===== src/rtl/lfsr_pkg.sv =====
// Shared definitions for the LFSR generator: width limits and the
// maximal-length Fibonacci tap table (one mask per register width).
// Bit n-1 of a mask is set when tap n of the polynomial is used.
package lfsr_pkg;

  localparam int LFSR_MIN_W = 4;
  localparam int LFSR_MAX_W = 32;

  typedef logic [LFSR_MAX_W-1:0] lfsr_mask_t;

  // Maximal-length tap masks for widths 4..32; zero for unsupported widths.
  function automatic lfsr_mask_t lfsr_taps(input int width);
    case (width)
      4:       return 32'h0000_000C;
      5:       return 32'h0000_0014;
      6:       return 32'h0000_0030;
      7:       return 32'h0000_0060;
      8:       return 32'h0000_00B8;
      9:       return 32'h0000_0110;
      10:      return 32'h0000_0240;
      11:      return 32'h0000_0500;
      12:      return 32'h0000_0829;
      13:      return 32'h0000_100D;
      14:      return 32'h0000_2015;
      15:      return 32'h0000_6000;
      16:      return 32'h0000_B400;
      17:      return 32'h0001_2000;
      18:      return 32'h0002_0400;
      19:      return 32'h0004_0023;
      20:      return 32'h0009_0000;
      21:      return 32'h0014_0000;
      22:      return 32'h0030_0000;
      23:      return 32'h0042_0000;
      24:      return 32'h00E1_0000;
      25:      return 32'h0120_0000;
      26:      return 32'h0200_0023;
      27:      return 32'h0400_0013;
      28:      return 32'h0900_0000;
      29:      return 32'h1400_0000;
      30:      return 32'h2000_0029;
      31:      return 32'h4800_0000;
      32:      return 32'h8020_0003;
      default: return '0;
    endcase
  endfunction

endpackage


===== src/rtl/lfsr_step.sv =====
// Combinational single-step Fibonacci LFSR unit: shifts left by one and
// feeds the XOR of the tapped bits into bit 0.
module lfsr_step
  import lfsr_pkg::*;
#(
  parameter int WIDTH = 16
) (
  input  logic [WIDTH-1:0] state_i,
  output logic [WIDTH-1:0] state_o
);

  localparam logic [WIDTH-1:0] TAPS = WIDTH'(lfsr_taps(WIDTH));

  // One shift with the feedback bit formed from the tap mask.
  always_comb begin
    state_o = {state_i[WIDTH-2:0], ^(state_i & TAPS)};
  end

endmodule


===== src/rtl/lfsr_gen.sv =====
// Configurable Fibonacci LFSR generator with runtime seed load, all-zero
// lockup recovery and optional wrap detection.
// Optional feature macro: LFSR_WRAP_DETECT_EN (wrap_o tied low when undefined).
module lfsr_gen
  import lfsr_pkg::*;
#(
  parameter int                    LFSR_WIDTH = 16,
  parameter int                    OUT_WIDTH  = 16,
  parameter int                    STEPS      = 1,
  parameter logic [LFSR_WIDTH-1:0] SEED       = LFSR_WIDTH'(1)
) (
  input  logic                  clk_i,
  input  logic                  rst_ni,
  input  logic                  en_i,
  input  logic                  load_i,
  input  logic [LFSR_WIDTH-1:0] seed_i,
  output logic [OUT_WIDTH-1:0]  out_o,
  output logic                  lockup_o,
  output logic                  wrap_o
);

  if (LFSR_WIDTH < LFSR_MIN_W || LFSR_WIDTH > LFSR_MAX_W) begin : g_bad_width
    $fatal(1, "lfsr_gen: LFSR_WIDTH out of range 4..32");
  end
  if (OUT_WIDTH < 1 || OUT_WIDTH > LFSR_WIDTH) begin : g_bad_out_width
    $fatal(1, "lfsr_gen: OUT_WIDTH out of range 1..LFSR_WIDTH");
  end
  if (STEPS < 1 || STEPS > LFSR_WIDTH) begin : g_bad_steps
    $fatal(1, "lfsr_gen: STEPS out of range 1..LFSR_WIDTH");
  end
  if (SEED == '0) begin : g_bad_seed
    $fatal(1, "lfsr_gen: SEED must be nonzero");
  end

  logic [LFSR_WIDTH-1:0] state_q, state_d;
  logic                  lockup_q, lockup_d;
  logic [LFSR_WIDTH-1:0] step_chain [STEPS+1];

  assign step_chain[0] = state_q;

  for (genvar g = 0; g < STEPS; g++) begin : g_step
    lfsr_step #(
      .WIDTH(LFSR_WIDTH)
    ) u_step (
      .state_i(step_chain[g]),
      .state_o(step_chain[g+1])
    );
  end

  // Next state: zero-state recovery, then load (zero seed maps to SEED), then step.
  always_comb begin
    state_d  = state_q;
    lockup_d = 1'b0;
    if (state_q == '0) begin
      state_d  = SEED;
      lockup_d = 1'b1;
    end else if (load_i) begin
      if (seed_i == '0) begin
        state_d  = SEED;
        lockup_d = 1'b1;
      end else begin
        state_d = seed_i;
      end
    end else if (en_i) begin
      state_d = step_chain[STEPS];
    end
  end

  // State and lockup pulse registers.
  always_ff @(posedge clk_i or negedge rst_ni) begin
    if (!rst_ni) begin
      state_q  <= SEED;
      lockup_q <= 1'b0;
    end else begin
      state_q  <= state_d;
      lockup_q <= lockup_d;
    end
  end

  assign out_o    = state_q[OUT_WIDTH-1:0];
  assign lockup_o = lockup_q;

`ifdef LFSR_WRAP_DETECT_EN
  logic [LFSR_WIDTH-1:0] seed_q, seed_d;
  logic                  wrap_q, wrap_d;

  // Track the effective loaded seed and flag a step landing back on it.
  always_comb begin
    seed_d = seed_q;
    wrap_d = 1'b0;
    if (state_q != '0) begin
      if (load_i) begin
        seed_d = state_d;
      end else if (en_i) begin
        wrap_d = (state_d == seed_q);
      end
    end
  end

  // Seed memory and wrap pulse registers.
  always_ff @(posedge clk_i or negedge rst_ni) begin
    if (!rst_ni) begin
      seed_q <= SEED;
      wrap_q <= 1'b0;
    end else begin
      seed_q <= seed_d;
      wrap_q <= wrap_d;
    end
  end

  assign wrap_o = wrap_q;
`else
  assign wrap_o = 1'b0;
`endif

endmodule


===== config.mk =====
export PLATFORM = sky130hd
export DESIGN_NAME = lfsr_gen
export DESIGN_NICKNAME = d
export VERILOG_FILES = /design/src/rtl/lfsr_pkg.sv /design/src/rtl/lfsr_step.sv /design/src/rtl/lfsr_gen.sv
export SDC_FILE = /design/constraint.sdc
export NUM_CORES = 1
export LEC_CHECK = 0
export BUFFER_PORTS_ARGS = -buffer_cell sky130_fd_sc_hd__buf_2
export CELL_PAD_IN_SITES_DETAIL_PLACEMENT = 1
export CELL_PAD_IN_SITES_GLOBAL_PLACEMENT = 1
export CORE_MARGIN = 2
export CORE_UTILIZATION = 38
export CTS_CLUSTER_DIAMETER = 40
export DETAILED_ROUTE_END_ITERATION = 16
export GPL_ROUTABILITY_DRIVEN = 0
export GPL_TIMING_DRIVEN = 0
export PLACE_DENSITY = 0.79
export REMOVE_ABC_BUFFERS = 1
export SETUP_SLACK_MARGIN = 0.5
export SYNTH_ARGS = -nofsm -noshare
export SYNTH_HDL_FRONTEND = slang
export SYNTH_SLANG_ARGS = --single-unit
export TNS_END_PERCENT = 20

===== constraint.sdc =====
create_clock -name clk_i -period 3.7 [get_ports clk_i]
set_input_delay 0.185 -clock clk_i [delete_from_list [all_inputs] [get_ports clk_i]]
set_output_delay 0.185 -clock clk_i [all_outputs]
set_load 0.005 [all_outputs]

### Word-level counts from Yosys, hierarchy flattened

Cells that the tools add are included.

| storage, ports and cells | value |
|---|---|
| register bits | 17 |
| output and inout port bits | 18 |
| logic and storage cells | 13 |

| operators by class | value |
|---|---|
| muxes and demuxes | 7 |
| reduce and logical (&&, ||, !) cells | 4 |

Operators with widths:

| operator | count |
|---|---|
| 2-to-1 mux 16 bit | 4 |
| logical NOT 16 bit | 2 |
| parity 16 bit | 1 |
| 2-to-1 mux 1 bit | 3 |
| nonzero test 3 bit | 1 |

### Longest topological paths before layout

Gate-level depths: netlist (run 1).

| depth | value |
|---|---|
| depth after elaboration | 4 |
| depth in mapped cells | 7 |
| mapped depth without buffers | 5 |

### Hierarchy

A second synthesis (run 1) with hierarchy kept.

| second synthesis, totals | value |
|---|---|
| cells, all modules | 139 |
| area, all modules | 1243.7 um2 |

By module, submodules not included:

| module | times used | cells each | area each (um2) | sequential area each (um2) |
|---|---|---|---|---|
| lfsr_gen | 1 | 121 | 1104.8 | 426.7 |
| lfsr_step | 1 | 18 | 138.9 | 0.0 |

### Least setup slack after synthesis (run 1)

No wires, ideal clock.

| timing | value |
|---|---|
| path type | register -> register |
| start point | register state_q[12] (netlist: out_o[12]) |
| end point | register state_q[0] (netlist: out_o[0]) |
| library setup time | 0.075 ns |
| arrival time | 1.438 ns |
| required time | 3.625 ns |
| setup slack | 2.187 ns |
| stages on the path, launching flop included | 6 |
| path buffers | 0 |
| clock period less this slack | 1.513 ns |
| path through | dfrtp_1 -> inv_1 -> ha_1 -> xnor3_1 -> a311o_1 -> o211ai_2 |

| on the way | value |
|---|---|
| longest elaborated chain between the ends | 4 |

Ends and longest elaborated chain:

| element | RTL line | RTL |
|---|---|---|
| start: declaration | lfsr_gen.sv:35 | `logic [LFSR_WIDTH-1:0] state_q, state_d;` |
| start signal: assignment | lfsr_gen.sv:75 | `state_q <= state_d;` |
| parity 16 bit | lfsr_step.sv:16 | `state_o = {state_i[WIDTH-2:0], ^(state_i & TAPS)};` |
| 2-to-1 mux 16 bit | lfsr_gen.sv:64 | `end else if (en_i) begin` |
| 2-to-1 mux 16 bit | lfsr_gen.sv:57 | `end else if (load_i) begin` |
| 2-to-1 mux 16 bit | lfsr_gen.sv:54 | `if (state_q == '0) begin` |

Parallel ways exist; a longest one is shown, timed or not. The select of a mux whose other input is x is not followed.
A chain may end at the register's enable or synchronous reset.

### Worst setup path in the final report (run 1)

| timing | value |
|---|---|
| start point | register state_q[1] (netlist: out_o[1]) |
| end point | register state_q[14] (netlist: out_o[14]) |

| on the way | value |
|---|---|
| longest elaborated chain between the ends | 2 |

Ends and longest elaborated chain:

| element | RTL line |
|---|---|
| logical NOT 16 bit (*) | lfsr_gen.sv:54 |
| nonzero test 3 bit (no source line) or 2-to-1 mux 16 bit (tied branches) | n/a |

Every way passes the cells marked *; elsewhere a longest branch is shown, timed or not.

==> flow_summary_export.csv, run 1 <==
group,metric,value,unit
synth,synth_xor_area_frac,0.0216,
sta,drv_slew,0,
cts,cts_hold_buf,1,
detailed_routing,dr.pass1.iters,4,
synth,synth.avg_cell_area,9.84,um2
synth,synthCells,106,
cts,clockBufferDepth,2,
sta,whs,0.115,ns
detailed_routing,antenna_left,0,
synth,ys_seq_elements,17,
setup_path,cp.required,3.86,ns
sta,fin_skew,0.00312,ns
layout,drive_gt1_frac,0.388,
floorplanning,dieHeight,56.4,um
synth,synth_top_family_by_area,"simple AND/OR/NAND/NOR gates",
grt,grt_usage,0.188,
cts,clock-sinks,17,
run,maxCapViolations,0,
cts,cts.htree.levels,1,
floorplanning,die_area,3180,um2
setup_path,rrSetupSlack,1.74,ns
power_and_ir_drop,power.density,362,nW/um2
setup_path,rr_startpoint,"out_o[1]",
setup_path,start_kind,"flip-flop",
cts,cts_tree,"built",
layout,nNetsFinal,161,
synth,synth_warnings,0,
detailed_routing,vias,917,
floorplanning,die_x,56.4,um
synth,synthMuxAreaShare,0.161,
cts,cts_resized,0,
synth,synthesis.area,1040,um2
grt,grt_overflow,0,
placed_design,numPortBuffers,36,
power_and_ir_drop,peakVddDrop,0.191,mV
sta,post-route-min-period,1.96,ns
setup_path,r2r-end,"out_o[14]",
cts,clk_pin_slew,0.11,ns
min_path,hp-class,"in2reg",
cts,postCtsSetupBuffers,0,
floorplanning,core-area,2690,um2
sta,fmax,0.510,GHz
power_and_ir_drop,leakage,0.592,nW
sta,relSlewSlack,0.469,
grt,grt_pass1_vias,965,
layout,multiInputGateArea,551,um2
detailed_routing,drc,0,
synth,synth_compound_area_frac,0.137,
synth,yosysSeqAreaShare,0.409,
cts,insertion_delay,0.30,ns
sta,rsz0062_at_grt,"no",
placed_design,dp_hpwl,2.00,mm
detailed_routing,routed_wl,2.78,mm
setup_path,crit_start,"out_o[1]",
layout,synthToLayoutAreaGrowth,19.3,%
synth,ys_types,27,
grt,grt_max_degree,19,
sta,worstMarginPinSlew,0.797,ns
setup_path,crit_path_end_kind,"flip-flop",
sta,finalHoldViolCount,0,
sta,setup_tns,0,ns
outcome,status,"finished clean",
layout,layout_common_cells,"36 x buf_2, 28 x nand2_1, 16 x dfrtp_1",
synth,post_synth_and_or_nand_nor_area_fraction,0.193,
setup_path,critPathCapture,"out_o[14]",
layout,finish.utilization,0.463,
setup_path,arrival,2.12,ns
layout,layout_commonest_cell,"buf_2",
setup_path,path_max_fanout,15,
setup_path,critPathKind,"reg2reg",
min_path,hold_path_depth,3,
layout,ff_latch_area,427,um2
grt,antenna_found_initial,0,
floorplanning,initial_core_util,0.388,
detailed_routing,via_per_inst,5.39,
floorplanning,io_pins,38,
floorplanning,rows,19,
layout,num-fill-cells,322,
sta,setup_violations,0,
layout,antennaDiodeCount,0,
synth,synth_fa_ha_area_frac,0.0120,
cts,cts_made_buffers,3,
setup_path,worstRegToRegCells,3,
grt,grt_pass1_wl,4.69,mm
sta,min_period_over_period,0.530,
detailed_routing,wl_per_cell,16.4,um
detailed_routing,initialDrtViolationCount,11,
cts,cts_root_buf,"clkbuf_4",
-- synth_stat cells, drive strengths merged --
cell	count	area share
conb	1	0.0036
o211ai	1	0.012
a311o	1	0.0096
dfrtp	16	0.38
mux2i	1	0.0096
nor4	5	0.030
nor3	2	0.0096
clkbuf	2	0.0072
nor4b	1	0.014
ha	1	0.012
dfstp	1	0.025
a21oi	14	0.10
xnor3	1	0.022
inv	3	0.011
nand4	2	0.012
a211oi	1	0.0072
and4	1	0.0084
nand2	28	0.10
o21ai	1	0.0048
buf	6	0.046
nor2b	2	0.012
or3	1	0.0060
mux2	14	0.15
-- per-stage QoR --
step,worst slack [ns],total power [mW],area (um2),instances
after global routing,1.58,0.477,1240,170
after CTS,1.75,0.452,1240,170
final,1.74,0.450,1240,170
after global placement,1.80,0.342,1210,165
after detailed placement,1.77,0.347,1210,165
after floorplan,2.11,0.291,988,98
-- where the power goes --
part           total [mW]  switching [mW]  internal (mW)  leakage, nW
Clock               0.107          0.0663         0.0404       0.0177
Combinational       0.115          0.0542         0.0611        0.368
Sequential          0.228          0.0218          0.206        0.206
Total               0.450           0.142          0.308        0.592
-- layout make-up --
class	instances	share of cell area
sequential	17	0.343
clock buffer	3	0.0181
multi-input combinational	78	0.442
inverter	3	0.00905
clock inverter	1	0.00402
timing repair buffer	37	0.153
tap	31	0.0312
-- metal layers --
layer  global-route usage  vias up  share of wire
met5                    0        -              0
met4               0.0714        0          0.017
met3               0.0230        6          0.039
met2                0.338       26           0.52
met1                0.229      447           0.42
li1                     -      438              -
-- kinds of logic after synthesis --
group / Yosys count
AO/OA/AOI/OAI: 18
XOR/XNOR: 1
adder cells (fa/ha/maj): 1
buffers and inverters: 11
flip-flops: 17
multiplexers: 15
other: 1
AND/OR/NAND/NOR: 42
-- worst max-delay path, cell delays in order, from the launching register on --
cell	delay, ns
dfrtp_1	0.42
nor4_1	0.48
and4_1	0.81
a211oi_1	0.10
-- how the worst min path moves through the flow --
stage                         start         to  slack [ns]
after floorplan              rst_ni   lockup_o       -0.11
after global placement       rst_ni  out_o[12]        0.13
after detailed placement     rst_ni  out_o[12]        0.13
after CTS                 seed_i[5]   out_o[5]        0.12
after global routing      seed_i[5]   out_o[5]        0.12
final                     seed_i[5]   out_o[5]        0.12
-- state kept, by name, indices dropped and copies added, names as in the netlist --
register  cells
lockup_o      1
out_o        16
No activity file was read; power rests on OpenSTA's default activity.
==> inputs of run 2 (changes only) <==
CORE_UTILIZATION = 32   (was 38)
PLACE_DENSITY = 0.71   (was 0.79)
clock period = 1.65 ns   (was 3.7 ns; I/O delays follow)
==> flow_summary_export.csv, run 2 (synthesized netlist as in run 1, its figures left out) <==
group,metric,value,unit
setup_path,path_max_fanout,6,
cts,cts_made_buffers,3,
placed_design,numPortBuffers,36,
setup_path,crit_path_end_kind,"flip-flop",
min_path,hp-class,"in2reg",
setup_path,critPathKind,"reg2reg",
power_and_ir_drop,leakage,0.645,nW
sta,setup_violations,0,
detailed_routing,initialDrtViolationCount,11,
floorplanning,rows,20,
detailed_routing,wl_per_cell,15.3,um
layout,finish.utilization,0.447,
run,maxCapViolations,0,
sta,rsz0062_at_grt,"yes",
detailed_routing,vias,951,
sta,fmax,0.681,GHz
detailed_routing,antenna_left,0,
setup_path,arrival,1.67,ns
layout,drive_gt1_frac,0.459,
detailed_routing,via_per_inst,4.95,
cts,cts_tree,"built",
detailed_routing,routed_wl,2.93,mm
detailed_routing,dr.pass1.iters,4,
placed_design,dp.cells,178,
power_and_ir_drop,power.density,754,nW/um2
cts,insertion_delay,0.30,ns
grt,grt_pass1_vias,1008,
floorplanning,core-area,3080,um2
power_and_ir_drop,power,1.04,mW
cts,clockBufferDepth,2,
cts,cts_root_buf,"clkbuf_4",
sta,fin_skew,0.00367,ns
floorplanning,die_area,3730,um2
sta,post-route-min-period,1.47,ns
setup_path,start_kind,"flip-flop",
cts,clk_pin_slew,0.11,ns
grt,grt_max_degree,19,
grt,antenna_found_initial,0,
sta,fin_ws,0.181,ns
setup_path,cp.required,1.85,ns
cts,cts.htree.levels,1,
placed_design,dpl_worst_slack,-0.272,ns
floorplanning,die_x,61.1,um
floorplanning,initial_core_util,0.339,
layout,largest_register_ffs,16,
layout,synthToLayoutAreaGrowth,31.8,%
grt,grt_usage,0.176,
cts,clock-sinks,17,
layout,layout_commonest_cell,"buf_2",
layout,antennaDiodeCount,0,
floorplanning,io_pins,38,
outcome,status,"finished clean",
grt,grt_pass1_wl,4.83,mm
floorplanning,dieHeight,61.1,um
sta,min_period_over_period,0.890,
detailed_routing,drc,0,
layout,nNetsFinal,170,
grt,grt_overflow,0,
sta,drv_slew,0,
layout,finalNonFillerCells,192,
power_and_ir_drop,peakVddDrop,0.386,mV
layout,layout_common_cells,"36 x buf_2, 28 x nand2_1, 16 x dfrtp_1",
sta,finalHoldViolCount,0,
==> run 2: layer usage <==
metal  GRT usage  up-vias  wire [um]
met2       0.296       24       1470
met3      0.0189        2         97
met5           0        -          0
met4      0.0466        0         12
met1       0.242      476       1350
li1            -      449          -
==> run 2: layout make-up <==
cell class / instances / area (um2)
flip-flops and latches: 17 / 427
repair buffers: 46 / 274
inverters: 3 / 11.3
multi-input cells: 78 / 582
clock buffers: 4 / 26.3
well taps: 44 / 55.1
fillers: 377 / 1700
==> run 2: repair_timing <==
action | CTS | global route
buffers inserted | 8 | 1
setup endpoints to repair | 17 | 17
hold buffers | 1 | 0
hold endpoints to repair | 16 | 0
gates resized for setup | 7 | 2
cloned | 0 | 0
pin swaps | 3 | 0
==> run 2: worst paths after layout <==
kind	from	to	slack, ns	depth (start not counted)
min	seed_i[5]	out_o[5]	0.01	3
max reg2reg	out_o[13]	out_o[5]	0.18	6
min reg2reg	out_o[6]	out_o[0]	0.68	3
min in group asynchronous	rst_ni	out_o[8]	0.26	2
max in group asynchronous	rst_ni	out_o[0]	1.06	2
max	out_o[13]	out_o[5]	0.18	6
==> run 2: where the power goes <==
| part | leakage [nW] | switching, mW | total [mW] | internal, mW |
|---|---|---|---|---|
| logic | 0.424 | 0.129 | 0.282 | 0.152 |
| clock network | 0.0150 | 0.148 | 0.242 | 0.0941 |
| registers | 0.206 | 0.0505 | 0.513 | 0.463 |
==> run 2: per-stage QoR <==
stage	area, um2	hold slack, ns	setup TNS, ns
2_1_floorplan	988	-0.213	0
3_3_place_gp	1220	0.0349	-2.45
3_5_place_dp	1220	0.0450	-3.27
4_1_cts	1360	0.0192	0
5_1_grt	1380	0.0186	0
6_report	1380	0.0143	0
==> run 2: worst max-delay path: stages (launching register included) <==
cell and delay (ns):
dfrtp_1 0.40, inv_1 0.07, ha_2 0.19, nor4b_4 0.22, and4_4 0.32, buf_12 0.13
a21oi_1 0.04
==> inputs of run 3 (changes only) <==
PLACE_DENSITY = 0.78   (was 0.71)
==> flow_summary_export.csv, run 3 (synthesized netlist as in run 1, its figures left out) <==
group,metric,value,unit
detailed_routing,drc,0,
setup_path,start_kind,"flip-flop",
detailed_routing,vias,947,
sta,drv_slew,0,
sta,setup_tns,0,ns
sta,fmax,0.672,GHz
min_path,min_from,"seed_i[15]",
sta,setup_violations,0,
grt,grt_overflow,0,
placed_design,dpl_worst_slack,-0.257,ns
setup_path,rr_startpoint,"out_o[13]",
detailed_routing,initialDrtViolationCount,24,
cts,clockBufferDepth,2,
layout,largest_register_ffs,16,
cts,clk_pin_slew,0.12,ns
placed_design,dp_hpwl,2.01,mm
detailed_routing,dr_wl_met3,74,um
run,maxCapViolations,0,
sta,min_period_over_period,0.902,
detailed_routing,wl_met1,1.29,mm
sta,fin_ws,0.161,ns
placed_design,numPortBuffers,36,
outcome,status,"finished clean",
cts,cts.htree.levels,1,
power_and_ir_drop,peakVddDrop,0.336,mV
sta,post-route-min-period,1.49,ns
detailed_routing,antenna_left,0,
layout,antennaDiodeCount,0,
detailed_routing,wl_met2,1.52,mm
cts,clock-sinks,17,
floorplanning,die_area,3730,um2
grt,grt_pass1_vias,1024,
power_and_ir_drop,leakage,0.612,nW
setup_path,crit_start,"out_o[13]",
detailed_routing,via_per_inst,5.09,
power_and_ir_drop,power.density,772,nW/um2
cts,cts_made_buffers,3,
layout,nNetsFinal,164,
cts,cts_tree,"built",
setup_path,crit_path_end_kind,"flip-flop",
detailed_routing,routed_wl,2.93,mm
grt,grt_max_degree,19,
detailed_routing,dr.pass1.iters,2,
layout,synthToLayoutAreaGrowth,27.5,%
setup_path,arrival,1.66,ns
floorplanning,dieHeight,61.1,um
floorplanning,io_pins,38,
grt,antenna_found_initial,0,
floorplanning,die_x,61.1,um
setup_path,critPathKind,"reg2reg",
setup_path,cp.required,1.82,ns
layout,finalNonFillerCells,186,
grt,grt_usage,0.172,
sta,fin_skew,0.0198,ns
floorplanning,core-area,3080,um2
detailed_routing,wl_per_cell,15.8,um
layout,drive_gt1_frac,0.458,
layout,layout_common_cells,"36 x buf_2, 28 x nand2_1, 16 x dfrtp_1",
layout,layout_commonest_cell,"buf_2",
floorplanning,initial_core_util,0.339,
sta,rsz0062_at_grt,"yes",
sta,finalHoldViolCount,0,
cts,cts_root_buf,"clkbuf_4",
placed_design,dp.cells,178,
floorplanning,rows,20,
cts,insertion_delay,0.30,ns
min_path,hp-class,"in2reg",
setup_path,path_max_fanout,8,
grt,grt_pass1_wl,4.72,mm
detailed_routing,top_layer,"met4",
## run 3: critical path: stages (launching register included)
cell     delay, ns
dfrtp_1       0.42
inv_1         0.08
ha_2          0.17
nor4b_4       0.25
and4_4        0.38
a21oi_2       0.05
## run 3: worst paths after layout
check	end	slack, ns	depth (start not counted)
max in group asynchronous	out_o[0]	1.10	2
min	out_o[15]	0.02	3
min reg2reg	out_o[0]	0.69	3
max	out_o[5]	0.16	5
min in group asynchronous	out_o[12]	0.23	2
max reg2reg	out_o[5]	0.16	5
## run 3: cell type report
cell class	instances	area [um2]
Clock buffer	3	22.5
Clock inverter	1	5.00
Fill cell	369	1750
Inverter	3	11.3
Multi-Input combinational cell	79	604
Sequential cell	17	427
Tap cell	44	55.1
Timing Repair Buffer	39	205
## run 3: what timing repair did
item / in CTS / in global routing
pin swaps: 5 / 0
resized for setup: 11 / 0
hold buffers: 1 / 0
endpoints found under the hold margin: 16 / 0
setup endpoints to repair: 17 / 17
setup buffers: 1 / 1
cloned: 1 / 0
## run 3: per-layer routing
layer  up-vias  GRT usage
met5         -          0
met2        25      0.333
li1        443          -
met1       475      0.188
met3         4     0.0252
met4         0     0.0590
## run 3: per-stage QoR
stage	total power [mW]	hold slack, ns	instance area, um2	util
after floorplan	0.652	-0.213	988	-
after global placement	0.769	0.0275	1220	0.398
after detailed placement	0.778	0.0300	1220	0.398
after CTS	1.03	0.0187	1320	0.430
after global routing	1.09	0.0263	1330	0.432
final	1.03	0.0180	1330	0.432
## run 3: power by group
part	leakage [nW]	total, mW	internal (mW)	switching, mW
Sequential	0.206	0.516	0.463	0.0532
Combinational	0.388	0.281	0.149	0.132
Clock	0.0177	0.230	0.0901	0.140
